## src/rtl/encoder_paddle_if.sv

```systemverilog
`default_nettype none
// ============================================================
// Module : encoder_paddle_if
// Desc   : Encoder phases, paddle trigger and paddle outputs.
// Rev    : 1.0
// ============================================================
interface encoder_paddle_if;
  logic       ENC_A;
  logic       ENC_B;
  logic       PAD_TRG_N;
  logic       PAD_OUT;
  logic [7:0] POS;
  logic       ENC_ERR;

  modport slave  (input ENC_A, ENC_B, PAD_TRG_N, output PAD_OUT, POS, ENC_ERR);
  modport master (output ENC_A, ENC_B, PAD_TRG_N, input PAD_OUT, POS, ENC_ERR);
endinterface
`default_nettype wire

```

## src/rtl/encoder_paddle.sv

```systemverilog
`default_nettype none
// ============================================================
// Module : encoder_paddle
// Desc   : Quadrature encoder to saturating paddle position with a
//          position-width monostable pulse. ENC_PADDLE_ACCEL_EN adds
//          +/-4 steps for fast rotation.
// Rev    : 1.0
// ============================================================
module encoder_paddle #(
  parameter int FILT_LEN  = 64,
  parameter int POS_MAX   = 255,
  parameter int POS_INIT  = 128,
  parameter int PULSE_MIN = 14545,
  parameter int STEP      = 827,
  parameter int ACCEL_WIN = 14318
) (
  input  logic            CLK_DRV,
  input  logic            RESET,
  encoder_paddle_if.slave pad
);

  localparam int FILT_W = $clog2(FILT_LEN);
  localparam int CNT_W  = $clog2(PULSE_MIN + POS_MAX * STEP + 1);

  typedef enum logic [0:0] {IDLE = 1'b0, PULSE = 1'b1} state_t;

  logic [1:0]             w_raw;
  logic [1:0]             filt_q, filt_d;
  logic [1:0][FILT_W-1:0] fcnt_q, fcnt_d;
  logic [1:0]             ab_prev_q;
  logic [1:0]             w_delta;
  logic                   w_up, w_dn;
  logic [2:0]             w_mag;
  logic [8:0]             w_sum;
  logic [7:0]             pos_q, pos_d;
  logic                   enc_err_q, enc_err_d;
  state_t                 state_q, state_d;
  logic [CNT_W-1:0]       pcnt_q, pcnt_d;
  logic                   trg_q, trg_prev_q;
  logic                   w_trg_fall;
  logic                   pad_out_q, pad_out_d;

  // Gray code 00,01,11,10 mapped onto a 0..3 ring index
  function automatic logic [1:0] gray_idx(input logic [1:0] ab);
    return {ab[1], ab[1] ^ ab[0]};
  endfunction

  assign w_raw = {pad.ENC_A, pad.ENC_B};

  always_comb begin
    filt_d = filt_q;
    fcnt_d = fcnt_q;
    for (int i = 0; i < 2; i++) begin
      if (w_raw[i] == filt_q[i]) begin
        fcnt_d[i] = '0;
      end else if (fcnt_q[i] == FILT_W'(FILT_LEN - 1)) begin
        filt_d[i] = w_raw[i];
        fcnt_d[i] = '0;
      end else begin
        fcnt_d[i] = fcnt_q[i] + 1'b1;
      end
    end
  end

  assign w_delta = gray_idx(filt_q) - gray_idx(ab_prev_q);
  assign w_up    = (w_delta == 2'd1);
  assign w_dn    = (w_delta == 2'd3);

`ifdef ENC_PADDLE_ACCEL_EN
  localparam int WIN_W = $clog2(ACCEL_WIN + 1);

  logic [WIN_W-1:0] win_q, win_d;

  // Saturates at ACCEL_WIN, which also marks "no recent step" after reset
  always_comb begin
    win_d = win_q;
    if (w_up || w_dn) begin
      win_d = '0;
    end else if (win_q != WIN_W'(ACCEL_WIN)) begin
      win_d = win_q + 1'b1;
    end
  end

  assign w_mag = (win_q < WIN_W'(ACCEL_WIN)) ? 3'd4 : 3'd1;

  always_ff @(posedge CLK_DRV or posedge RESET) begin
    if (RESET) begin
      win_q <= WIN_W'(ACCEL_WIN);
    end else begin
      win_q <= win_d;
    end
  end
`else
  logic unused_accel_win;
  assign unused_accel_win = ^ACCEL_WIN;
  assign w_mag            = 3'd1;
`endif

  always_comb begin
    pos_d     = pos_q;
    enc_err_d = (w_delta == 2'd2);
    w_sum     = {1'b0, pos_q} + {6'b0, w_mag};
    if (w_up) begin
      pos_d = (w_sum > 9'(POS_MAX)) ? 8'(POS_MAX) : w_sum[7:0];
    end else if (w_dn) begin
      pos_d = (pos_q < {5'b0, w_mag}) ? 8'd0 : (pos_q - {5'b0, w_mag});
    end
  end

  assign w_trg_fall = trg_prev_q & ~trg_q;

  always_comb begin
    state_d = state_q;
    pcnt_d  = pcnt_q;
    case (state_q)
      IDLE: begin
        if (w_trg_fall) begin
          pcnt_d  = CNT_W'(32'(PULSE_MIN) + 32'(pos_q) * 32'(STEP));
          state_d = PULSE;
        end
      end
      PULSE: begin
        pcnt_d = pcnt_q - 1'b1;
        if (pcnt_q == CNT_W'(1)) begin
          state_d = IDLE;
        end
      end
      default: state_d = IDLE;
    endcase
    pad_out_d = (state_d == PULSE);
  end

  // Trigger samples reset low so a trigger held low across reset cannot fire
  always_ff @(posedge CLK_DRV or posedge RESET) begin
    if (RESET) begin
      filt_q     <= 2'b11;
      fcnt_q     <= '0;
      ab_prev_q  <= 2'b11;
      pos_q      <= 8'(POS_INIT);
      enc_err_q  <= 1'b0;
      state_q    <= IDLE;
      pcnt_q     <= '0;
      trg_q      <= 1'b0;
      trg_prev_q <= 1'b0;
      pad_out_q  <= 1'b0;
    end else begin
      filt_q     <= filt_d;
      fcnt_q     <= fcnt_d;
      ab_prev_q  <= filt_q;
      pos_q      <= pos_d;
      enc_err_q  <= enc_err_d;
      state_q    <= state_d;
      pcnt_q     <= pcnt_d;
      trg_q      <= pad.PAD_TRG_N;
      trg_prev_q <= trg_q;
      pad_out_q  <= pad_out_d;
    end
  end

  assign pad.PAD_OUT = pad_out_q;
  assign pad.POS     = pos_q;
  assign pad.ENC_ERR = enc_err_q;

endmodule
`default_nettype wire
```

## src/flat_wrapper.sv

```systemverilog
// flat-port wrapper written by rule: the top's interface ports become plain ports
module encoder_paddle_flat 
#(
  parameter int FILT_LEN  = 64,
  parameter int POS_MAX   = 255,
  parameter int POS_INIT  = 128,
  parameter int PULSE_MIN = 14545,
  parameter int STEP      = 827,
  parameter int ACCEL_WIN = 14318
)
  (CLK_DRV, RESET, pad_ENC_A, pad_ENC_B, pad_PAD_TRG_N, pad_PAD_OUT, pad_POS, pad_ENC_ERR);
  encoder_paddle_if pad_i ();
  input  logic CLK_DRV;
  input  logic RESET;
  input wire logic [$bits(pad_i.ENC_A)-1:0] pad_ENC_A;
  input wire logic [$bits(pad_i.ENC_B)-1:0] pad_ENC_B;
  input wire logic [$bits(pad_i.PAD_TRG_N)-1:0] pad_PAD_TRG_N;
  output wire logic [$bits(pad_i.PAD_OUT)-1:0] pad_PAD_OUT;
  output wire logic [$bits(pad_i.POS)-1:0] pad_POS;
  output wire logic [$bits(pad_i.ENC_ERR)-1:0] pad_ENC_ERR;
  assign pad_i.ENC_A = pad_ENC_A;
  assign pad_i.ENC_B = pad_ENC_B;
  assign pad_i.PAD_TRG_N = pad_PAD_TRG_N;
  assign pad_PAD_OUT = pad_i.PAD_OUT;
  assign pad_POS = pad_i.POS;
  assign pad_ENC_ERR = pad_i.ENC_ERR;
  encoder_paddle #(.FILT_LEN(FILT_LEN), .POS_MAX(POS_MAX), .POS_INIT(POS_INIT), .PULSE_MIN(PULSE_MIN), .STEP(STEP), .ACCEL_WIN(ACCEL_WIN)) u_core (.CLK_DRV(CLK_DRV), .RESET(RESET), .pad(pad_i));
endmodule
```

## config.mk

```make
export PLATFORM = sky130hd
export DESIGN_NAME = encoder_paddle_flat
export DESIGN_NICKNAME = d
export VERILOG_FILES = /design/src/rtl/encoder_paddle_if.sv /design/src/rtl/encoder_paddle.sv /design/src/flat_wrapper.sv
export SDC_FILE = /design/constraint.sdc
export NUM_CORES = 1
export LEC_CHECK = 0
export ABC_AREA = 1
export ABC_CLOCK_PERIOD_IN_PS = 8150
export BUFFER_PORTS_ARGS = -buffer_cell sky130_fd_sc_hd__buf_2
export CORE_MARGIN = 8
export CORE_UTILIZATION = 44
export DETAILED_ROUTE_END_ITERATION = 8
export PLACE_DENSITY = 0.7
export SYNTH_ARGS = -nofsm -noshare
export SYNTH_HDL_FRONTEND = slang
export SYNTH_SLANG_ARGS = --single-unit
```

## constraint.sdc

```tcl
create_clock -name CLK_DRV -period 8.15 [get_ports CLK_DRV]
set_input_delay 1.2225 -clock CLK_DRV [delete_from_list [all_inputs] [get_ports CLK_DRV]]
set_output_delay 1.2225 -clock CLK_DRV [all_outputs]
set_load 0.05 [all_outputs]
```

==> results of run 1 <==
## final cells by class
class	instances	area, um^2	share of cell area
Tap cell	140	175	0.0341
Timing Repair Buffer	14	70.1	0.0136
Sequential cell	46	1160	0.225
Clock buffer	5	68.8	0.0134
Multi-Input combinational cell	501	3210	0.625
Inverter	115	433	0.0843
Clock inverter	3	21.3	0.00414
## path summary, 6_finish.rpt
| kind | cells past startpoint | from | slack (ns) | endpoint |
|---|---|---|---|---|
| max reg2reg | 17 | u_core.pad.POS[6] | 3.85 | u_core.pcnt_q[17] |
| min in group asynchronous | 2 | RESET | 1.13 | u_core.fcnt_q[9] |
| min reg2reg | 0 | u_core.trg_q | 0.38 | u_core.trg_prev_q |
| max in group asynchronous | 2 | RESET | 6.42 | u_core.pcnt_q[8] |
| min | 0 | u_core.trg_q | 0.38 | u_core.trg_prev_q |
| max | 17 | u_core.pad.POS[6] | 3.85 | u_core.pcnt_q[17] |
## metal layers
layer / up-vias / part of all wire
met1: 1948 / 0.45
met3: 22 / 0.042
met2: 89 / 0.49
met5: - / 0
met4: 0 / 0.020
li1: 2128 / -
## registers in the layout, summed over array words and instances, names as in the netlist
name,flops
u_core.ab_prev_q,2
u_core.pcnt_q,18
u_core.pad.POS,8
u_core.filt_q,2
u_core.trg_q,1
u_core.pad.ENC_ERR,1
u_core.fcnt_q,12
u_core.state_q,1
u_core.trg_prev_q,1
## layout by cell type (no fill, tap or decap), drive strengths merged, types with 4 or more instances in the layout
| cell | count |
|---|---|
| xnor2 | 4 |
| nor2 | 72 |
| a21oi | 27 |
| clkbuf | 5 |
| nand3b | 5 |
| dfrtp | 41 |
| ha | 65 |
| o21ai | 21 |
| or2 | 10 |
| xor2 | 22 |
| fa | 22 |
| nand3 | 53 |
| buf | 14 |
| dfstp | 5 |
| nand4 | 6 |
| nand2 | 170 |
| inv | 111 |
| nor3 | 4 |
| and2 | 6 |
| clkinv | 6 |
## cells by family (layout without fill, tap and decap cells)
group                    count (synthesis)  count (layout)  share of synthesized area
AO/OA/AOI/OAI                           59              59                     0.0664
multiplexers                             1               1                    0.00233
adder cells (fa/ha/maj)                 87              87                      0.259
XOR/XNOR                                26              26                     0.0486
flip-flops                              46              46                      0.239
AND/OR/NAND/NOR                        328             328                      0.286
buffers and inverters                  123             137                     0.0982
## per-stage QoR
step | instance area [um^2] | util | hold slack [ns]
after floorplan | 4840 | - | 0.354
after global placement | 5040 | 0.467 | 0.365
after detailed placement | 5040 | 0.467 | 0.363
after CTS | 5130 | 0.476 | 0.384
after global routing | 5130 | 0.476 | 0.400
final | 5130 | 0.476 | 0.381
## worst max-delay path, cell delays in order, from the launching register on
cell	delay (ns)
dfrtp_1	0.59
inv_1	0.25
fa_1	0.52
fa_1	0.50
inv_1	0.06
fa_1	0.50
fa_1	0.54
inv_1	0.04
ha_1	0.34
nand2_1	0.09
nand2_1	0.06
nand2_1	0.06
nand2_1	0.07
a21oi_1	0.20
nand2_1	0.08
nand2_1	0.06
nand3_1	0.12
a21oi_1	0.16
==> flow_summary.ini, run 1 <==
[cells_and_area]
layout.cells.non_filler = 824
syn_to_final_growth_pct = 6.05
antenna_cells = 0
drive_gt1_frac = 0.0585
nFillCells = 1065
layout.nets = 775

[global_routing]
grt-busiest-layer = met2
use_met1 = 0.190
grt-ovfl-total = 0
met3_usage = 0.0279
grt_max_degree = 47
grt_pass1_wl_mm = 18.9
gr-usage-met2 = 0.277
grt_usage = 0.157
antenna_found_initial = 0
grt_pass1_vias = 4131

[synth]
synthesis.nets = 762
post_synth_num_cell_types = 37
synth_top_area_frac = 0.212
synth_async_sr_flop_share = 1.00
syn_avg_cell_area_um2 = 7.23
syn_inst = 670
synth_ff_type = dfrtp_1
synth_area_leaders = dfrtp_1 21%, ha_1 17%, nand2_1 13%
synth_top_area_cell = dfrtp_1
synth_most_common_cell = nand2_1
yosysWarningCount = 0
seq_area_frac_synth = 0.239
synth_commonest_cells = 169 x nand2_1, 111 x inv_1, 72 x nor2_1
syn_area_mm2 = 0.00484
synth_edf_count = 0
synth-seq-cells = 46

[sta]
setup_viol = 0
maxSlewViolCount = 0
hold_viol_final = 0
finalCriticalPeriod_ns = 4.30
post-route-period-util = 0.528
timing.fmax_mhz = 233
final.setup.tns_ns = 0
clock_skew_ns = 0.00473
setup_slack_ns = 3.85
relSlewSlack = 0.345
grt_setup_unrepaired = no
worstMarginPinSlew_ns = 0.981

[outcome]
status = finished, final reports clean

[worst_hold_path]
hold_path.class = flop to flop

[clock_network]
ctsLongestPathBuffers = 2
cts_setup_buffers = 0
clkSinkCount = 46
cts_hold_buf = 0
cts-root-buf = clkbuf_8
cts_made_buffers = 5
cts_tree = yes
h-tree-depth = 2
cts_resized = 0
clk_latency_ns = 0.31
clkTransAtPathRegs_ns = 0.09

[route]
wl_mm = 11.1
drc_errors = 0
avgRoutedWirePerCell_um = 13.5
antenna_left = 0
vias = 4187
dr.pass1.iters = 5
drt_iter0_drc = 326
viasPerCell = 5.08

[place]
port-buffer-count = 14
placed_cells = 816
hpwl_mm = 9.00
place_ws_ns = 3.89
gp_congestion = 0.904

[die]
die_x_um = 121
die_h_um = 121
start_util = 0.449
rows = 38
coreArea_mm2 = 0.0108
ios = 15
dieArea_mm2 = 0.0146

[job]
max-cap-violations = 0

[worst_setup_path]
path_class = flop to flop
cp-start-kind = flop
cp.arrival_ns = 4.54
cp.required_ns = 8.39
crit_fanout = 11
cp-end-kind = flop
Power of run 1 is left out: the tool's default activity adds up to more than one toggle a clock period on the data nets, which glitch-free logic cannot reach.
==> run 2: changes to the inputs <==
--- a/config.mk
+++ b/config.mk
@@ -6,7 +6,7 @@
 export NUM_CORES = 1
 export LEC_CHECK = 0
 export ABC_AREA = 1
-export ABC_CLOCK_PERIOD_IN_PS = 8150
+export ABC_CLOCK_PERIOD_IN_PS = 4500
 export BUFFER_PORTS_ARGS = -buffer_cell sky130_fd_sc_hd__buf_2
 export CORE_MARGIN = 8
 export CORE_UTILIZATION = 44
==> constraint.sdc (replaced) <==
create_clock -name CLK_DRV -period 4.5 [get_ports CLK_DRV]
set_input_delay 0.675 -clock CLK_DRV [delete_from_list [all_inputs] [get_ports CLK_DRV]]
set_output_delay 0.675 -clock CLK_DRV [all_outputs]
set_load 0.05 [all_outputs]
==> run 2 against run 1 <==
Effect of this change: final area grew 0.95%; die area is the same; global-route usage shrank 0.36 points; via count shrank 2.1%; count of clock-buffer cells in the layout is the same; routed wire length shrank 3.1%; first-iteration DRC count shrank 18%; non-clock buffer count grew 4; critical endpoint unchanged.
==> flow_summary.ini, run 2 (synthesis gave the netlist of run 1 again) <==
[outcome]
status = finished, final reports clean

[clock_network]
clkSinkCount = 46
clkTransAtPathRegs_ns = 0.09
cts-root-buf = clkbuf_8
h-tree-depth = 2
clk_latency_ns = 0.32
cts_made_buffers = 5
cts_setup_buffers = 0
cts_resized = 0
cts_tree = yes
cts_hold_buf = 0
ctsLongestPathBuffers = 2

[global_routing]
grt-busiest-layer = met2
grt-ovfl-total = 0
antenna_found_initial = 0
met3_usage = 0.0289
grt_pass1_vias = 4043
grt_max_degree = 47
gr-usage-met2 = 0.253
grt_pass1_wl_mm = 18.5
use_met1 = 0.196
grt_usage = 0.154

[place]
placed_cells = 820
port-buffer-count = 14
hpwl_mm = 8.66
gp_congestion = 0.920

[sta]
fin_hold_ws_ns = 0.380
post-route-period-util = 0.918
timing.fmax_mhz = 242
finalCriticalPeriod_ns = 4.13
final.setup.tns_ns = 0
setup_viol = 0
relSlewSlack = 0.344
hold_viol_final = 0
maxSlewViolCount = 0
worstMarginPinSlew_ns = 0.982
grt_setup_unrepaired = no
clock_skew_ns = 0.00895

[cells_and_area]
largest_reg_flops = 18
drive_gt1_frac = 0.0640
antenna_cells = 0
regMostFlops = u_core.pcnt_q
final_cell_mix = 169 x nand2_1, 110 x inv_1, 72 x nor2_1
layout.nets = 779
syn_to_final_growth_pct = 7.06
layout_commonest_cell = nand2_1
layout.cells.non_filler = 828

[route]
antenna_left = 0
vias = 4099
drc_errors = 0
viasPerCell = 4.95
avgRoutedWirePerCell_um = 13.0
wl_mm = 10.8
drt_iter0_drc = 267
dr.pass1.iters = 5

[die]
die_x_um = 121
coreArea_mm2 = 0.0108
start_util = 0.449
dieArea_mm2 = 0.0146
ios = 15
die_h_um = 121
rows = 38

[worst_setup_path]
slowest_delay_ns = 0.62
cp-start-kind = flop
r2r-end = u_core.pcnt_q[17]
crit_top_cell = nand2_1
reg2reg_setup_slack_ns = 0.37
cp-end-kind = flop
cp.arrival_ns = 4.39
reg2reg_from = u_core.pad.POS[7]
r2r_cells = 17
cp-endpoint = u_core.pcnt_q[17]
crit_path_start = u_core.pad.POS[7]
path_class = flop to flop
path_cells = inv_1, fa_1, fa_1, inv_1, fa_1, fa_1, inv_1, ha_1, nand2_1, nand2_1, nand2_1, nand2_1, a21oi_1, nand2_1, nand2_1, nand3_1, a21oi_1
crit_fanout = 9
cpMaxStageDelayCell = dfstp_2
cp.required_ns = 4.75

[worst_hold_path]
hold_path.class = flop to flop

[job]
max-cap-violations = 0
[run 2: cell count changes in the layout (fill, tap and decap cells not counted)]
cell        previous run  this run
buf_4                  0         4
clkinv_2               2         3
bufinv_16              0         1
clkinvlp_4             1         0
clkinv_4               1         0
[run 2: per-stage QoR]
stage,setup WS (ns),utilization,cell area (um^2)
global route,0.0108,0.480,5180
finish,0.367,0.480,5180
CTS,0.337,0.480,5180
floorplan,0.202,-,4840
detailed placement,0.370,0.470,5070
global placement,0.442,0.470,5070
[run 2: final cells by class]
| type | instances | area [um^2] |
|---|---|---|
| fill | 1038 | 5610 |
| multi-input combinational | 501 | 3210 |
| sequential | 46 | 1160 |
| inverter | 115 | 433 |
| tap | 140 | 175 |
| timing repair buffer | 18 | 100 |
| clock buffer | 5 | 68.8 |
| clock inverter | 3 | 40.0 |
[run 2: routing by layer]
layer	vias to the layer above	part of all wire	wire length (um)
met5	-	0	0
li1	2133	-	-
met1	1865	0.46	4910
met2	85	0.48	5160
met3	16	0.046	498
met4	0	0.019	202
[run 2: worst min path at each step]
stage / from / end / slack (ns) / cells past startpoint
after detailed placement: u_core.trg_q / u_core.trg_prev_q / 0.36 / 0
after floorplan: u_core.trg_q / u_core.trg_prev_q / 0.35 / 0
after global placement: u_core.trg_q / u_core.trg_prev_q / 0.36 / 0
after CTS: u_core.trg_q / u_core.trg_prev_q / 0.38 / 0
final: u_core.trg_q / u_core.trg_prev_q / 0.38 / 0
after global routing: u_core.trg_q / u_core.trg_prev_q / 0.39 / 0
[run 2: worst max-delay path: cells and delay by family, from the launching register on]
kind	cells	cell delay, ns
compound gates	2	0.32
fa+ha+maj	5	2.34
buf+inv	3	0.27
flops	1	0.62
simple gates	7	0.50
Power of run 2 is left out for the same reason.
